--- src/rtl/mmu_req_arbiter.sv ---
// Round-robin arbiter that shares one simple_mmu translation port among NUM_REQ requesters.
// Optional response watchdog (timeout fault + DRAIN state) is enabled by defining MMU_ARB_TIMEOUT_EN.

`ifndef ADDR_WIDTH
`define ADDR_WIDTH 32
`endif
`ifndef MMU_STATUS_HIT
`define MMU_STATUS_HIT 2'b00
`endif
`ifndef MMU_STATUS_MISS
`define MMU_STATUS_MISS 2'b01
`endif
`ifndef MMU_STATUS_PAGE_FAULT
`define MMU_STATUS_PAGE_FAULT 2'b10
`endif

module mmu_req_arbiter #(
    parameter int NUM_REQ        = 2,
    parameter int REQ_IDX_W      = 1,
    parameter int TIMEOUT_CYCLES = 64
) (
    input  logic                            clk,
    input  logic                            rst_n,
    input  logic [NUM_REQ-1:0]              req_valid,
    input  logic [NUM_REQ*`ADDR_WIDTH-1:0]  req_va,
    output logic [NUM_REQ-1:0]              req_ready,
    output logic [NUM_REQ-1:0]              resp_valid,
    output logic [`ADDR_WIDTH-1:0]          resp_pa,
    output logic [1:0]                      resp_status,
    input  logic [NUM_REQ-1:0]              resp_ready,
    output logic                            m_req_valid,
    output logic [`ADDR_WIDTH-1:0]          m_req_va,
    input  logic                            m_req_ready,
    input  logic                            m_resp_valid,
    input  logic [`ADDR_WIDTH-1:0]          m_resp_pa,
    input  logic [1:0]                      m_resp_status,
    output logic                            m_resp_ready,
    output logic                            busy
);

    localparam int AW     = `ADDR_WIDTH;
    localparam int IDXP_W = REQ_IDX_W + 1;
`ifdef MMU_ARB_TIMEOUT_EN
    localparam int WD_W   = $clog2(TIMEOUT_CYCLES + 1);
`endif

    if (NUM_REQ < 2 || NUM_REQ > 8 || REQ_IDX_W != $clog2(NUM_REQ) || TIMEOUT_CYCLES < 1) begin : g_bad_param
        $error("mmu_req_arbiter: illegal parameter set");
    end

    typedef enum logic [1:0] {
        ST_IDLE  = 2'd0,
        ST_ISSUE = 2'd1,
        ST_WAIT  = 2'd2
`ifdef MMU_ARB_TIMEOUT_EN
        , ST_DRAIN = 2'd3
`endif
    } state_e;

    state_e                 state_q, state_d;
    logic [REQ_IDX_W-1:0]   rr_ptr_q, rr_ptr_d;
    logic [REQ_IDX_W-1:0]   owner_q, owner_d;
    logic [AW-1:0]          held_va_q, held_va_d;
`ifdef MMU_ARB_TIMEOUT_EN
    logic [WD_W-1:0]        wdog_q, wdog_d;
    logic                   to_flag_q, to_flag_d;
`endif

    logic [NUM_REQ-1:0]     rot_valid_s;
    logic                   any_valid_s;
    logic [REQ_IDX_W-1:0]   winner_s;
    logic [IDXP_W-1:0]      sum_s;
    logic [AW-1:0]          winner_va_s;
    logic [NUM_REQ-1:0]     winner_oh_s;
    logic [NUM_REQ-1:0]     owner_oh_s;
    logic                   owner_rdy_s;
    logic [REQ_IDX_W-1:0]   next_ptr_s;

    assign winner_oh_s = {{(NUM_REQ-1){1'b0}}, 1'b1} << winner_s;
    assign owner_oh_s  = {{(NUM_REQ-1){1'b0}}, 1'b1} << owner_q;
    assign owner_rdy_s = |(resp_ready & owner_oh_s);
    assign next_ptr_s  = (owner_q == REQ_IDX_W'(NUM_REQ - 1)) ? '0 : (owner_q + REQ_IDX_W'(1));
    assign busy        = (state_q != ST_IDLE);

    // Round-robin pick: rotate valids so bit 0 is the rr_ptr requester; lowest set bit wins.
    always_comb begin
        rot_valid_s = NUM_REQ'({req_valid, req_valid} >> rr_ptr_q);
        any_valid_s = |req_valid;
        winner_s    = rr_ptr_q;
        sum_s       = '0;
        for (int i = NUM_REQ - 1; i >= 0; i--) begin
            sum_s    = {1'b0, rr_ptr_q} + IDXP_W'(i);
            sum_s    = (sum_s >= IDXP_W'(NUM_REQ)) ? (sum_s - IDXP_W'(NUM_REQ)) : sum_s;
            winner_s = rot_valid_s[i] ? sum_s[REQ_IDX_W-1:0] : winner_s;
        end
    end

    // Select the winner's VA slice from the packed request bus.
    always_comb begin
        winner_va_s = '0;
        for (int i = 0; i < NUM_REQ; i++) begin
            winner_va_s = (winner_s == REQ_IDX_W'(i)) ? req_va[i*AW +: AW] : winner_va_s;
        end
    end

    // Next-state and output decode; response path is a combinational pass-through in WAIT.
    always_comb begin
        state_d      = state_q;
        rr_ptr_d     = rr_ptr_q;
        owner_d      = owner_q;
        held_va_d    = held_va_q;
        req_ready    = '0;
        resp_valid   = '0;
        resp_pa      = '0;
        resp_status  = `MMU_STATUS_HIT;
        m_req_valid  = 1'b0;
        m_req_va     = '0;
        m_resp_ready = 1'b0;
`ifdef MMU_ARB_TIMEOUT_EN
        wdog_d       = wdog_q;
        to_flag_d    = to_flag_q;
`endif
        case (state_q)
            ST_IDLE: begin
                if (any_valid_s) begin
                    req_ready = winner_oh_s;
                    held_va_d = winner_va_s;
                    owner_d   = winner_s;
                    state_d   = ST_ISSUE;
                end else begin
                    state_d   = ST_IDLE;
                end
            end
            ST_ISSUE: begin
                m_req_valid = 1'b1;
                m_req_va    = held_va_q;
                if (m_req_ready) begin
                    state_d   = ST_WAIT;
`ifdef MMU_ARB_TIMEOUT_EN
                    wdog_d    = '0;
                    to_flag_d = 1'b0;
`endif
                end else begin
                    state_d   = ST_ISSUE;
                end
            end
            ST_WAIT: begin
                resp_valid   = m_resp_valid ? owner_oh_s : '0;
                resp_pa      = m_resp_pa;
                resp_status  = m_resp_status;
                m_resp_ready = owner_rdy_s;
                if (m_resp_valid && owner_rdy_s) begin
                    state_d  = ST_IDLE;
                    rr_ptr_d = next_ptr_s;
                end else begin
                    state_d  = ST_WAIT;
                end
`ifdef MMU_ARB_TIMEOUT_EN
                // A synthetic fault response overrides the pass-through once the watchdog fires.
                if (to_flag_q) begin
                    resp_valid   = owner_oh_s;
                    resp_pa      = '0;
                    resp_status  = `MMU_STATUS_PAGE_FAULT;
                    m_resp_ready = 1'b0;
                    rr_ptr_d     = rr_ptr_q;
                    state_d      = owner_rdy_s ? ST_DRAIN : ST_WAIT;
                end else if (!m_resp_valid) begin
                    wdog_d    = wdog_q + WD_W'(1);
                    to_flag_d = (wdog_q == WD_W'(TIMEOUT_CYCLES - 1));
                end else begin
                    wdog_d    = wdog_q;
                end
`endif
            end
`ifdef MMU_ARB_TIMEOUT_EN
            ST_DRAIN: begin
                m_resp_ready = 1'b1;
                if (m_resp_valid) begin
                    state_d   = ST_IDLE;
                    rr_ptr_d  = next_ptr_s;
                    to_flag_d = 1'b0;
                end else begin
                    state_d   = ST_DRAIN;
                end
            end
`endif
            default: begin
                state_d = ST_IDLE;
            end
        endcase
    end

    // State registers; an asynchronous reset abandons any transaction in flight.
    always_ff @(posedge clk or negedge rst_n) begin
        if (!rst_n) begin
            state_q   <= ST_IDLE;
            rr_ptr_q  <= '0;
            owner_q   <= '0;
            held_va_q <= '0;
`ifdef MMU_ARB_TIMEOUT_EN
            wdog_q    <= '0;
            to_flag_q <= 1'b0;
`endif
        end else begin
            state_q   <= state_d;
            rr_ptr_q  <= rr_ptr_d;
            owner_q   <= owner_d;
            held_va_q <= held_va_d;
`ifdef MMU_ARB_TIMEOUT_EN
            wdog_q    <= wdog_d;
            to_flag_q <= to_flag_d;
`endif
        end
    end

endmodule

--- config.mk ---
export PLATFORM = sky130hd
export DESIGN_NAME = mmu_req_arbiter
export DESIGN_NICKNAME = d
export VERILOG_FILES = /design/src/rtl/mmu_req_arbiter.sv
export SDC_FILE = /design/constraint.sdc
export NUM_CORES = 1
export LEC_CHECK = 0
export CAP_MARGIN = 20
export CORE_AREA = 4 4 118 92
export DETAILED_ROUTE_END_ITERATION = 6
export DIE_AREA = 0 0 122 96
export PLACE_DENSITY = 0.72
export SYNTH_ARGS = -nofsm -noshare
export SYNTH_HDL_FRONTEND = slang
export SYNTH_SLANG_ARGS = --single-unit
export TNS_END_PERCENT = 10
--- constraint.sdc ---
create_clock -name clk -period 1.4 [get_ports clk]
set_input_delay 0.14 -clock clk [delete_from_list [all_inputs] [get_ports clk]]
set_output_delay 0.14 -clock clk [all_outputs]
set_load 0.01 [all_outputs]
==> results.txt, run 1 <==
----------------------------------------------------
[Status]
  Status ... finished, violations left
  Violated checks ... negative setup slack

[Floorplan]
  Overall die width ... 122 um
  Die span in y ... 96 um
  Number of primary I/O pins ... 179
  Number of rows in the core area ... 31
  Placeable core area ... around 9600 um2
  Area of the die ... 11700 um2
  Initial standard-cell utilization of the core ... 25.0%

[Critical path]
  WP data required ... 1.26 ns
  Length in cells of the worst reg-to-reg path ... 7
  Worst reg2reg endpoint ... held_va_q[7]
  Critical Path End Type ... output port
  Data arrival time of the critical path ... 1.44 ns
  CP Capture Point ... resp_pa[16]
  Start-to-end type of the worst setup path ... flip-flop to output port
  Register-to-Register Setup Slack ... -0.16 ns
  Category of the worst setup path launch point ... flip-flop
  FF-to-FF Start ... state_q[1]
  CP startpoint ... state_q[0]
  Peak fanout along the critical path ... 12

[Timing]
  Max Clock Freq ... 0.631 GHz
  Smallest setup slack after layout ... -0.184 ns
  Final critical-path required period ... 1.58 ns
  Worst slew margin ... between 70% and 80%
  Max Slew Vio Count ... 0
  Fin Clk Skew ... 0.00280 ns
  Final number of hold-violating endpoints ... 0
  Final setup viols ... 104
  Final Cycle Share ... 113%
  Setup repair after global routing missed its margin ... yes
  Slew at the pin closest to its max-slew limit ... 0.422 ns

[Placement]
  Total of buffers placed on input and output ports ... around 180
  Final RePlAce weighted congestion ... 0.731
  HPWL reported at the end of detailed placement ... 6960 um
  Placement Setup Slack ... -0.390 ns
  Cell count after placement ... between 500 and 600

[Global route]
  Vias in the first global route ... 2870
  GRT Util Overall ... 15.5%
  Global-route wire length before repair ... 14500 um
  GR Overflow Total ... 0
  Antenna violations before repair ... 0
  Largest net degree at the start of global routing ... 35

[Final layout]
  Synth-to-layout area growth ... 90.2%
  Finished Core Util ... 47.5%
  Ant diodes ... 0
  Proportion of layout cells with a drive suffix above 1 ... 30.4%
  Post-route insts no fill ... ~600
  Count of nets after finishing ... 575

[Routing]
  Average routed wire per standard cell ... 15.6 um
  Post-route DRC violation count ... 0
  Number of routed nets with antenna violations ... 0
  DRT iter0 DRCs ... 219
  Total length of routed wires ... around 9400 um
  Vias per std cell ... ~4.6
  Total number of vias ... about 2800
  Router iterations before antenna repair ... 4

[Power and ir drop]
  Reported net switching power ... 3020 uW
  Int Power ... 5210 uW
  Net Sw Frac ... 36.7%
  Leakage power total ... 0.00196 uW
  Power share of the clock group ... between 10% and 20%
  Overall power consumption ... 8230 uW
  Pwr per Cell Area ... 1810 nW/um2
  Flop pwr share ... between 20% and 30%
  Part of the total power dissipated in combinational logic ... 60.3%
  Worst VDD drop ... 0.888 mV

[Yosys]
  Fraction of synthesized cell area taken by the top area cell type ... 37.7%
  Cell type with the highest aggregate area in the netlist ... sky130_fd_sc_hd__dfrtp_1
  Portion of the post-synthesis area used by sequential elements ... 37.7%
  Warning count from the yosys run ... 0
  Number of nets produced by synthesis ... 393
  Post-Synthesis Cells ... 287
  Register bit count reported by yosys ... 36
  Top cells by area in the synthesized netlist ... sky130_fd_sc_hd__dfrtp_1, sky130_fd_sc_hd__and2_1, sky130_fd_sc_hd__nand3b_1, sky130_fd_sc_hd__a31oi_1, sky130_fd_sc_hd__a21oi_1
  Yosys cell types ... 25
  Mapped Area ... 2390 um2
  Avg Cell Area, Syn ... 8.34 um2

[CTS]
  Worst skew pair latency ... 0.27 ns
  Clock tree buffer depth ... 2
  Total clock sinks ... 36
  CTS tree ... done
  TritonCTS Buffers ... 5
  CTS clock-pin slew for the worst setup and hold paths ... about 0.060 ns
  Root cell of the clock tree ... sky130_fd_sc_hd__clkbuf_16
  Number of levels in the clock H-tree ... 2

[Run]
  Count of maximum capacitance violations ... 0

[Hold path]
  Type of the worst min-delay path ... input pin to async pin

----------------------------------------------------
-- metal layers --
| metal | vias up | GRT usage, % | wire, um |
|---|---|---|---|
| met1 | 1263 | 20.7 | 4210 |
| met3 | 0 | 4.52 | 863 |
| li1 | 1370 | - | - |
| met4 | 0 | 1.77 | 0 |
| met2 | 132 | 25.9 | 4330 |
| met5 | - | 0 | 0 |
-- cells in the mapped netlist --
library cell,number
sky130_fd_sc_hd__a21boi_2,1
sky130_fd_sc_hd__and3_1,1
sky130_fd_sc_hd__clkbuf_1,23
sky130_fd_sc_hd__dfrtp_1,36
sky130_fd_sc_hd__buf_2,5
sky130_fd_sc_hd__mux2_4,1
sky130_fd_sc_hd__buf_6,4
sky130_fd_sc_hd__or2_0,1
sky130_fd_sc_hd__a21bo_2,1
sky130_fd_sc_hd__o21ai_1,4
sky130_fd_sc_hd__o21ai_0,30
sky130_fd_sc_hd__a21oi_1,32
sky130_fd_sc_hd__nand2b_1,1
sky130_fd_sc_hd__o31ai_1,1
sky130_fd_sc_hd__and2_4,1
sky130_fd_sc_hd__nand3b_1,33
sky130_fd_sc_hd__nor2b_1,3
sky130_fd_sc_hd__nand2_1,1
sky130_fd_sc_hd__a22o_1,1
sky130_fd_sc_hd__nor2_1,5
sky130_fd_sc_hd__and2_1,66
sky130_fd_sc_hd__inv_1,2
sky130_fd_sc_hd__mux2i_1,1
sky130_fd_sc_hd__nor3_1,1
sky130_fd_sc_hd__a31oi_1,32
-- stage by stage --
step / hold WS, ns / setup TNS, ns / cell area [um2]
after global placement: 0.0749 / -26.71 / 4370
after CTS: 0.333 / -10.09 / 4440
after global routing: 0.367 / -19.34 / 4550
after detailed placement: 0.0883 / -27.76 / 4370
after floorplan: -0.156 / 0 / 2390
final: 0.336 / -12.91 / 4550
-- worst min path at each step --
stage / depth (start not counted) / to / slack (ns)
finish: 2 / held_va_q[11] / 0.34
global route: 2 / held_va_q[15] / 0.37
CTS: 2 / held_va_q[13] / 0.33
detailed placement: 1 / held_va_q[11] / 0.09
global placement: 1 / held_va_q[11] / 0.07
floorplan: 0 / held_va_q[0] / -0.16
-- cell families after synthesis --
logic type             synth area share (%)
AND/OR/NAND/NOR                        30.7
AO/OA/AOI/OAI                          23.7
flip-flops                             37.7
buffers and inverters                  6.85
multiplexers                           1.05
-- power groups by stage --
| stage | Clock (uW) | Combinational, uW | Sequential, uW |
|---|---|---|---|
| 2_1_floorplan | 0 | 2440 | 1780 |
| 4_1_cts | 1390 | 4820 | 1910 |
| 3_3_place_gp | 0 | 4670 | 1860 |
| 5_1_grt | 1440 | 5420 | 1970 |
| 3_5_place_dp | 0 | 4760 | 1880 |
| 6_report | 1360 | 4960 | 1910 |
-- sequential cells by signal, summed over array words and instances (netlist names) --
name	count
owner_q	1
state_q	2
held_va_q	32
rr_ptr_q	1
-- critical path: stages (launching register included) --
cell and delay, ns:
sky130_fd_sc_hd__dfrtp_2 0.45, sky130_fd_sc_hd__nor2b_4 0.21, sky130_fd_sc_hd__buf_4 0.15, sky130_fd_sc_hd__buf_6 0.12
sky130_fd_sc_hd__and2_1 0.11, sky130_fd_sc_hd__buf_2 0.13
-- placed cells by master, fill, tap and decap left out, drive strengths merged, types with 2 or more instances in the layout --
| cell | synthesis | routed |
|---|---|---|
| nor2 | 5 | 5 |
| buf | 9 | 101 |
| inv | 2 | 2 |
| dfrtp | 36 | 36 |
| a21oi | 32 | 32 |
| nor2b | 3 | 3 |
| clkbuf | 23 | 8 |
| o21ai | 34 | 34 |
| and2 | 67 | 67 |
| clkdlybuf4s50 | 0 | 104 |
| nand3b | 33 | 33 |
| a31oi | 32 | 32 |
-- area by class of cell --
| cell class | instances | area, um2 |
|---|---|---|
| inverters | 2 | 7.51 |
| flip-flops and latches | 36 | 903 |
| repair buffers | 207 | 1870 |
| multi-input cells | 217 | 1420 |
| clock buffers | 7 | 153 |
| clock inverters | 1 | 30.0 |
| well taps | 132 | 165 |
| fillers | 939 | 5030 |
-- what timing repair did --
action,CTS,global route
setup buffers,5,2
resized for setup,333,31
endpoints found under the hold margin,15,0
endpoints found under the setup margin,106,105
hold buffers,1,0
gates cloned,2,2
pin swaps,33,15
Note: power is estimated with default switching activity, not from simulation.
==> run 2, diff against run 1 <==
PLACE_DENSITY = default   (was 0.72)
==> run 2 against run 1 <==
  * Register-to-register slack better by 0.09 ns
  * The flow still finishes with violations (negative setup slack)
  * Via count up 0.76%
  * Sequential share of layout area down 0.21 points
  * Die area unchanged
  * First-iteration DRC count down 4.6%
  * Maximum frequency down 1.0%
  * Setup slack worse by 0.016 ns
  * Utilization up 0.51 points
  * Sequential power about the same
  * Critical path type unchanged
  * Cell area up 1.1%
  * Combinational power up 7.9%
==> results.txt, run 2 (synthesis results as in run 1) <==
----------------------------------------------------
[Floorplan]
  Area of the die ... 11700 um2 (unchanged)
  Overall die width ... 122 um (unchanged)
  Die span in y ... 96 um (unchanged)
  Placeable core area ... 9580 um2 (unchanged)
  Number of rows in the core area ... 31 (unchanged)
  Number of primary I/O pins ... 179 (unchanged)
  Initial standard-cell utilization of the core ... 25.0% (unchanged)

[Timing]
  Max Clock Freq ... 0.625 GHz (-1.0%)
  Max Slew Vio Count ... 0 (unchanged)
  Setup repair after global routing missed its margin ... yes
  Fin Clk Skew ... 0.00607 ns (+0.00327 ns)
  Final critical-path required period ... 1.60 ns (+0.0164 ns)
  Worst slew margin ... 70.4% (-1.5 points)
  Smallest setup slack after layout ... -0.201 ns (-0.0164 ns)
  Slew at the pin closest to its max-slew limit ... 0.445 ns (+0.0221 ns)
  Final number of hold-violating endpoints ... 0 (unchanged)
  Final Cycle Share ... 114% (+1.2 points)
  Final setup viols ... 105 (+0.96%)

[Power and ir drop]
  Pwr per Cell Area ... 1830 nW/um2 (+0.97%)
  Int Power ... 5290 uW (+1.5%)
  Worst VDD drop ... 0.704 mV (-21%)
  Part of the total power dissipated in combinational logic ... 63.7% (+3.4 points)
  Power share of the clock group ... 13.6% (-2.9 points)
  Leakage power total ... 0.00198 uW (+1.1%)
  Reported net switching power ... 3110 uW (+2.9%)
  Flop pwr share ... 22.8% (-0.3 points)
  Net Sw Frac ... 37.0% (+0.32 points)

[Global route]
  GRT Util Overall ... 16.2% (+0.65 points)
  Vias in the first global route ... 2926 (+2.0%)
  Antenna violations before repair ... 0 (unchanged)
  Largest net degree at the start of global routing ... 36 (+2.9%)
  GR Overflow Total ... 0 (unchanged)
  Global-route wire length before repair ... 15100 um (+4.0%)

[CTS]
  CTS clock-pin slew for the worst setup and hold paths ... 0.06 ns (about the same)
  CTS tree ... done
  Clock tree buffer depth ... 2 (unchanged)
  Total clock sinks ... 36 (unchanged)
  Number of levels in the clock H-tree ... 2 (unchanged)
  Worst skew pair latency ... 0.28 ns (about the same)
  Root cell of the clock tree ... sky130_fd_sc_hd__clkbuf_16
  TritonCTS Buffers ... 5 (unchanged)

[Critical path]
  CP Buf/Inv Count ... 3 (unchanged)
  Category of the worst setup path launch point ... flip-flop
  Register-to-Register Setup Slack ... -0.07 ns (+0.09 ns)
  Critical Path, Cell by Cell ... nor2b_4 -> buf_6 -> buf_6 -> and2_4 -> buf_6
  Critical Path End Type ... output port
  Slowest stage cell, crit path ... sky130_fd_sc_hd__dfrtp_2
  Data arrival time of the critical path ... 1.46 ns (+0.02 ns)
  Length in cells of the worst reg-to-reg path ... 6 (-1)
  Largest incremental delay on the critical path ... 0.43 ns (-0.02 ns)
  Critical path's top delay family ... flip-flops
  Worst reg2reg endpoint ... held_va_q[21]
  CP most frequent cell ... sky130_fd_sc_hd__buf_6
  FF-to-FF Start ... state_q[1]
  WP data required ... 1.26 ns (about the same)
  Peak fanout along the critical path ... 5 (-7)
  Start-to-end type of the worst setup path ... flip-flop to output port

[Routing]
  Average routed wire per standard cell ... 15.9 um (+1.7%)
  DRT iter0 DRCs ... 209 (-4.6%)
  Vias per std cell ... 4.59 (about the same)
  Router iterations before antenna repair ... 4 (unchanged)
  Post-route DRC violation count ... 0 (unchanged)
  Total number of vias ... 2786 (+0.76%)
  Total length of routed wires ... 9640 um (+2.5%)
  Number of routed nets with antenna violations ... 0 (unchanged)

[Hold path]
  Type of the worst min-delay path ... input pin to async pin

[Run]
  Count of maximum capacitance violations ... 0 (unchanged)

[Placement]
  Cell count after placement ... 586 (+0.34%)
  Total of buffers placed on input and output ports ... 178 (unchanged)
  HPWL reported at the end of detailed placement ... 7110 um (+2.2%)
  Final RePlAce weighted congestion ... 0.735 (+0.62%)
  Placement Setup Slack ... -0.455 ns (-0.0650 ns)

[Final layout]
  Largest register by flop count ... held_va_q
  Largest registers ... held_va_q x32, state_q x2
  Count of nets after finishing ... 580 (+0.87%)
  Post-route insts no fill ... 607 (+0.83%)
  Number of flip-flops in the largest register ... 32 (unchanged)
  Number of filler cells placed in the layout ... 950 (+1.2%)
  Leading cell types in the layout, fill and taps excluded ... sky130_fd_sc_hd__clkdlybuf4s50_1, sky130_fd_sc_hd__buf_2, sky130_fd_sc_hd__and2_1
  Proportion of layout cells with a drive suffix above 1 ... 30.7% (+0.31 points)
  Commonest non-fill, non-tap cell in the layout ... sky130_fd_sc_hd__clkdlybuf4s50_1
  Ant diodes ... 0 (unchanged)
  Synth-to-layout area growth ... 92.2%

[Status]
  Status ... finished, violations left
  Violated checks ... negative setup slack

----------------------------------------------------
-- run 2: changes by cell type in the layout (fill, tap and decap cells not counted), moves of 2 or more --
cell	change
sky130_fd_sc_hd__buf_12	+2
sky130_fd_sc_hd__buf_2	-2
sky130_fd_sc_hd__buf_4	+2
sky130_fd_sc_hd__buf_6	+2
-- run 2: worst max-delay path by stage --
stage / depth (start not counted) / end / from
2_1_floorplan: 4 / req_ready[1] / state_q[1]
3_3_place_gp: 6 / held_va_q[10] / req_valid[1]
3_5_place_dp: 6 / held_va_q[21] / req_valid[1]
4_1_cts: 5 / m_req_va[6] / state_q[0]
5_1_grt: 5 / m_req_va[28] / state_q[0]
6_report: 5 / m_req_va[23] / state_q[0]
-- run 2: per-stage QoR --
step	area, um2	util [%]	TNS, ns	hold slack, ns	total power, uW
after floorplan	2390	-	0	-0.156	4220
after global placement	4390	45.8	-32.94	0.108	6640
after detailed placement	4390	45.8	-35.32	0.109	6710
after CTS	4480	46.8	-11.17	0.378	8150
after global routing	4600	48.0	-20.37	0.394	9030
final	4600	48.0	-13.12	0.354	8400
-- run 2: power by group through the flow --
stage / sequential (uW) / combinational [uW] / clock, uW
floorplan: 1780 / 2440 / 0
global placement: 1880 / 4760 / 0
detailed placement: 1900 / 4820 / 0
CTS: 1920 / 5070 / 1160
global route: 1970 / 5860 / 1210
finish: 1910 / 5350 / 1140
-- run 2: repair_timing --
item,in CTS,in global routing
cloned,3,0
endpoints found under the hold margin,17,0
pin swaps,38,7
buffers inserted,9,1
hold buffers,1,0
resized for setup,338,24
endpoints found under the setup margin,106,106
-- run 2: cell type report --
type,instances,area [um2],area share (%)
tap,132,165,3.59
multi-input combinational,217,1410,30.7
inverter,2,7.51,0.163
sequential,36,903,19.6
clock buffer,7,143,3.10
clock inverter,1,7.51,0.163
timing repair buffer,212,1960,42.6
-- run 2: routing by layer --
layer,track usage (%),up-vias,wire [um]
met2,28.6,119,4650
met5,0,-,0
met4,2.89,0,55
li1,-,1380,-
met3,3.70,4,749
met1,20.5,1283,4180
==> run 3, diff against run 2 <==
CORE_AREA = 2 2 116 90   (was 4 4 118 92)
DIE_AREA = 0 0 118 92   (was 0 0 122 96)
GPL_ROUTABILITY_DRIVEN = 0   (was default)
==> run 3 against run 2 <==
  * The run still ends with negative setup slack left
  * Setup slack got worse by 0.062 ns
  * Clock skew decreased by 0.0016 ns
  * Global-route usage increased by 1.4 points
  * Critical endpoint is now resp_valid[1]
  * Critical path depth increased by 1
  * Routed wire length decreased by 1.6%
  * Sequential share of layout area increased by 0.33 points
  * Count of clock-buffer cells in the layout unchanged
  * Largest cell class unchanged
  * Hold slack got worse by 0.015 ns
==> results.txt, run 3 (synthesis results as in run 1) <==
----------------------------------------------------
[Final layout]
  Number of filler cells placed in the layout ... 1008 (+6.1%)
  Largest registers ... held_va_q x32, state_q x2
  Count of nets after finishing ... 577 (-0.52%)
  Ant diodes ... 0 (unchanged)
  Number of flip-flops in the largest register ... 32 (unchanged)
  Proportion of layout cells with a drive suffix above 1 ... 28.0% (-2.8 points)
  Largest register by flop count ... held_va_q
  Commonest non-fill, non-tap cell in the layout ... sky130_fd_sc_hd__clkdlybuf4s50_1
  Synth-to-layout area growth ... 88.8%
  Leading cell types in the layout, fill and taps excluded ... sky130_fd_sc_hd__clkdlybuf4s50_1, sky130_fd_sc_hd__buf_2, sky130_fd_sc_hd__and2_1

[Power and ir drop]
  Worst VDD drop ... 0.819 mV (+16%)
  Pwr per Cell Area ... 1790 nW/um2 (-2.3%)
  Leakage power total ... 0.00195 uW (-1.8%)
  Overall power consumption ... 8060 uW (-4.0%)

[Floorplan]
  Overall die width ... 118 um (-3.3%)
  Number of primary I/O pins ... 179 (unchanged)
  Initial standard-cell utilization of the core ... 24.2% (-0.78 points)
  Area of the die ... 10900 um2 (-7.3%)
  Number of rows in the core area ... 32 (+3.2%)
  Placeable core area ... 9890 um2 (+3.2%)
  Die span in y ... 92 um (-4.2%)

[Critical path]
  Critical Path End Type ... output port
  Category of the worst setup path launch point ... flip-flop
  Peak fanout along the critical path ... 9 (+4)
  Data arrival time of the critical path ... 1.52 ns (+0.06 ns)
  WP data required ... 1.26 ns (about the same)
  Start-to-end type of the worst setup path ... flip-flop to output port

[Timing]
  Smallest setup slack after layout ... -0.262 ns (-0.0616 ns)
  Setup repair after global routing missed its margin ... yes
  Max Clock Freq ... 0.602 GHz (-3.7%)
  Fin Clk Skew ... 0.00448 ns (-0.00159 ns)
  Final setup viols ... 105 (unchanged)
  Max Slew Vio Count ... 0 (unchanged)
  Final Cycle Share ... 119% (+4.4 points)
  Final critical-path required period ... 1.66 ns (+0.0616 ns)
  Worst slew margin ... 71.5% (+1.1 points)
  Slew at the pin closest to its max-slew limit ... 0.427 ns (-0.0170 ns)
  Final number of hold-violating endpoints ... 0 (unchanged)

[CTS]
  Clock tree buffer depth ... 2 (unchanged)
  TritonCTS Buffers ... 5 (unchanged)
  Worst skew pair latency ... 0.28 ns (about the same)
  CTS clock-pin slew for the worst setup and hold paths ... 0.06 ns (about the same)
  Number of levels in the clock H-tree ... 2 (unchanged)
  CTS tree ... done
  Root cell of the clock tree ... sky130_fd_sc_hd__clkbuf_16
  Total clock sinks ... 36 (unchanged)

[Global route]
  Global-route wire length before repair ... 15500 um (+2.7%)
  Largest net degree at the start of global routing ... 34 (-5.6%)
  GR Overflow Total ... 0 (unchanged)
  GRT Util Overall ... 17.5% (+1.4 points)
  Vias in the first global route ... 2904 (-0.75%)
  Antenna violations before repair ... 0 (unchanged)

[Routing]
  Router iterations before antenna repair ... 4 (unchanged)
  DRT iter0 DRCs ... 149 (-29%)
  Vias per std cell ... 4.61 (+0.48%)
  Average routed wire per standard cell ... 15.6 um (-1.8%)
  Total number of vias ... 2804 (+0.65%)
  Post-route DRC violation count ... 0 (unchanged)
  Total length of routed wires ... 9480 um (-1.6%)
  Number of routed nets with antenna violations ... 0 (unchanged)

[Hold path]
  Type of the worst min-delay path ... input pin to async pin

[Status]
  Violated checks ... negative setup slack
  Status ... finished, violations left

[Placement]
  Total of buffers placed on input and output ports ... 178 (unchanged)
  Placement Setup Slack ... -0.416 ns (+0.0396 ns)
  HPWL reported at the end of detailed placement ... 6580 um (-7.4%)

[Run]
  Count of maximum capacitance violations ... 0 (unchanged)

----------------------------------------------------
==> run 3: path summary, 6_finish.rpt <==
kind | from | cells after the start | slack, ns | endpoint
min | rst_n | 2 | 0.34 | held_va_q[15]
max reg2reg | state_q[0] | 6 | -0.16 | owner_q
max in group asynchronous | rst_n | 3 | 0.59 | state_q[1]
max | state_q[0] | 6 | -0.26 | resp_valid[1]
min in group clk | req_va[1] | 3 | 0.44 | held_va_q[1]
min reg2reg | held_va_q[0] | 2 | 0.54 | held_va_q[0]
==> run 3: cell type report <==
class,instances,area [um2],area share (%)
Inverter,2,7.51,0.166
Clock buffer,7,143,3.16
Multi-Input combinational cell,217,1400,30.9
Clock inverter,1,7.51,0.166
Sequential cell,36,902,20.0
Tap cell,136,170,3.77
Timing Repair Buffer,209,1890,41.8
==> run 3: what timing repair did <==
action	in CTS	in global routing
pin swaps	19	3
setup buffers	8	1
hold buffers	1	0
resized for setup	322	13
endpoints found under the hold margin	16	0
gates cloned	4	0
endpoints found under the setup margin	106	106
==> run 3: worst max-delay path: stages, from the launching register on <==
cell,delay (ns)
sky130_fd_sc_hd__dfrtp_1,0.41
sky130_fd_sc_hd__buf_6,0.14
sky130_fd_sc_hd__nor2b_4,0.16
sky130_fd_sc_hd__buf_6,0.15
sky130_fd_sc_hd__buf_16,0.12
sky130_fd_sc_hd__and3_4,0.18
sky130_fd_sc_hd__buf_6,0.10
==> run 3: per-layer routing <==
layer  share of wire, %  GRT usage [%]  up-vias
met5                  0              0        -
met4               0.22           2.11        0
met3                6.2           4.23        2
met2                 47           28.2      106
met1                 47           24.6     1318
li1                   -              -     1378
==> run 3: per-stage QoR <==
stage	hold WS (ns)	instance area (um2)	TNS, ns	std cells	util (%)
after floorplan	-0.156	2390	0	287	-
after global placement	0.104	4410	-29.51	589	44.6
after detailed placement	0.104	4410	-30.19	589	44.6
after CTS	0.354	4500	-15.47	610	45.5
after global routing	0.377	4520	-21.63	608	45.7
final	0.339	4520	-14.42	608	45.7
==> run 3: report_power, final <==
| part | internal, uW | switching, uW |
|---|---|---|
| Sequential | 1570 | 315 |
| Clock | 709 | 423 |
| Combinational | 2710 | 2340 |
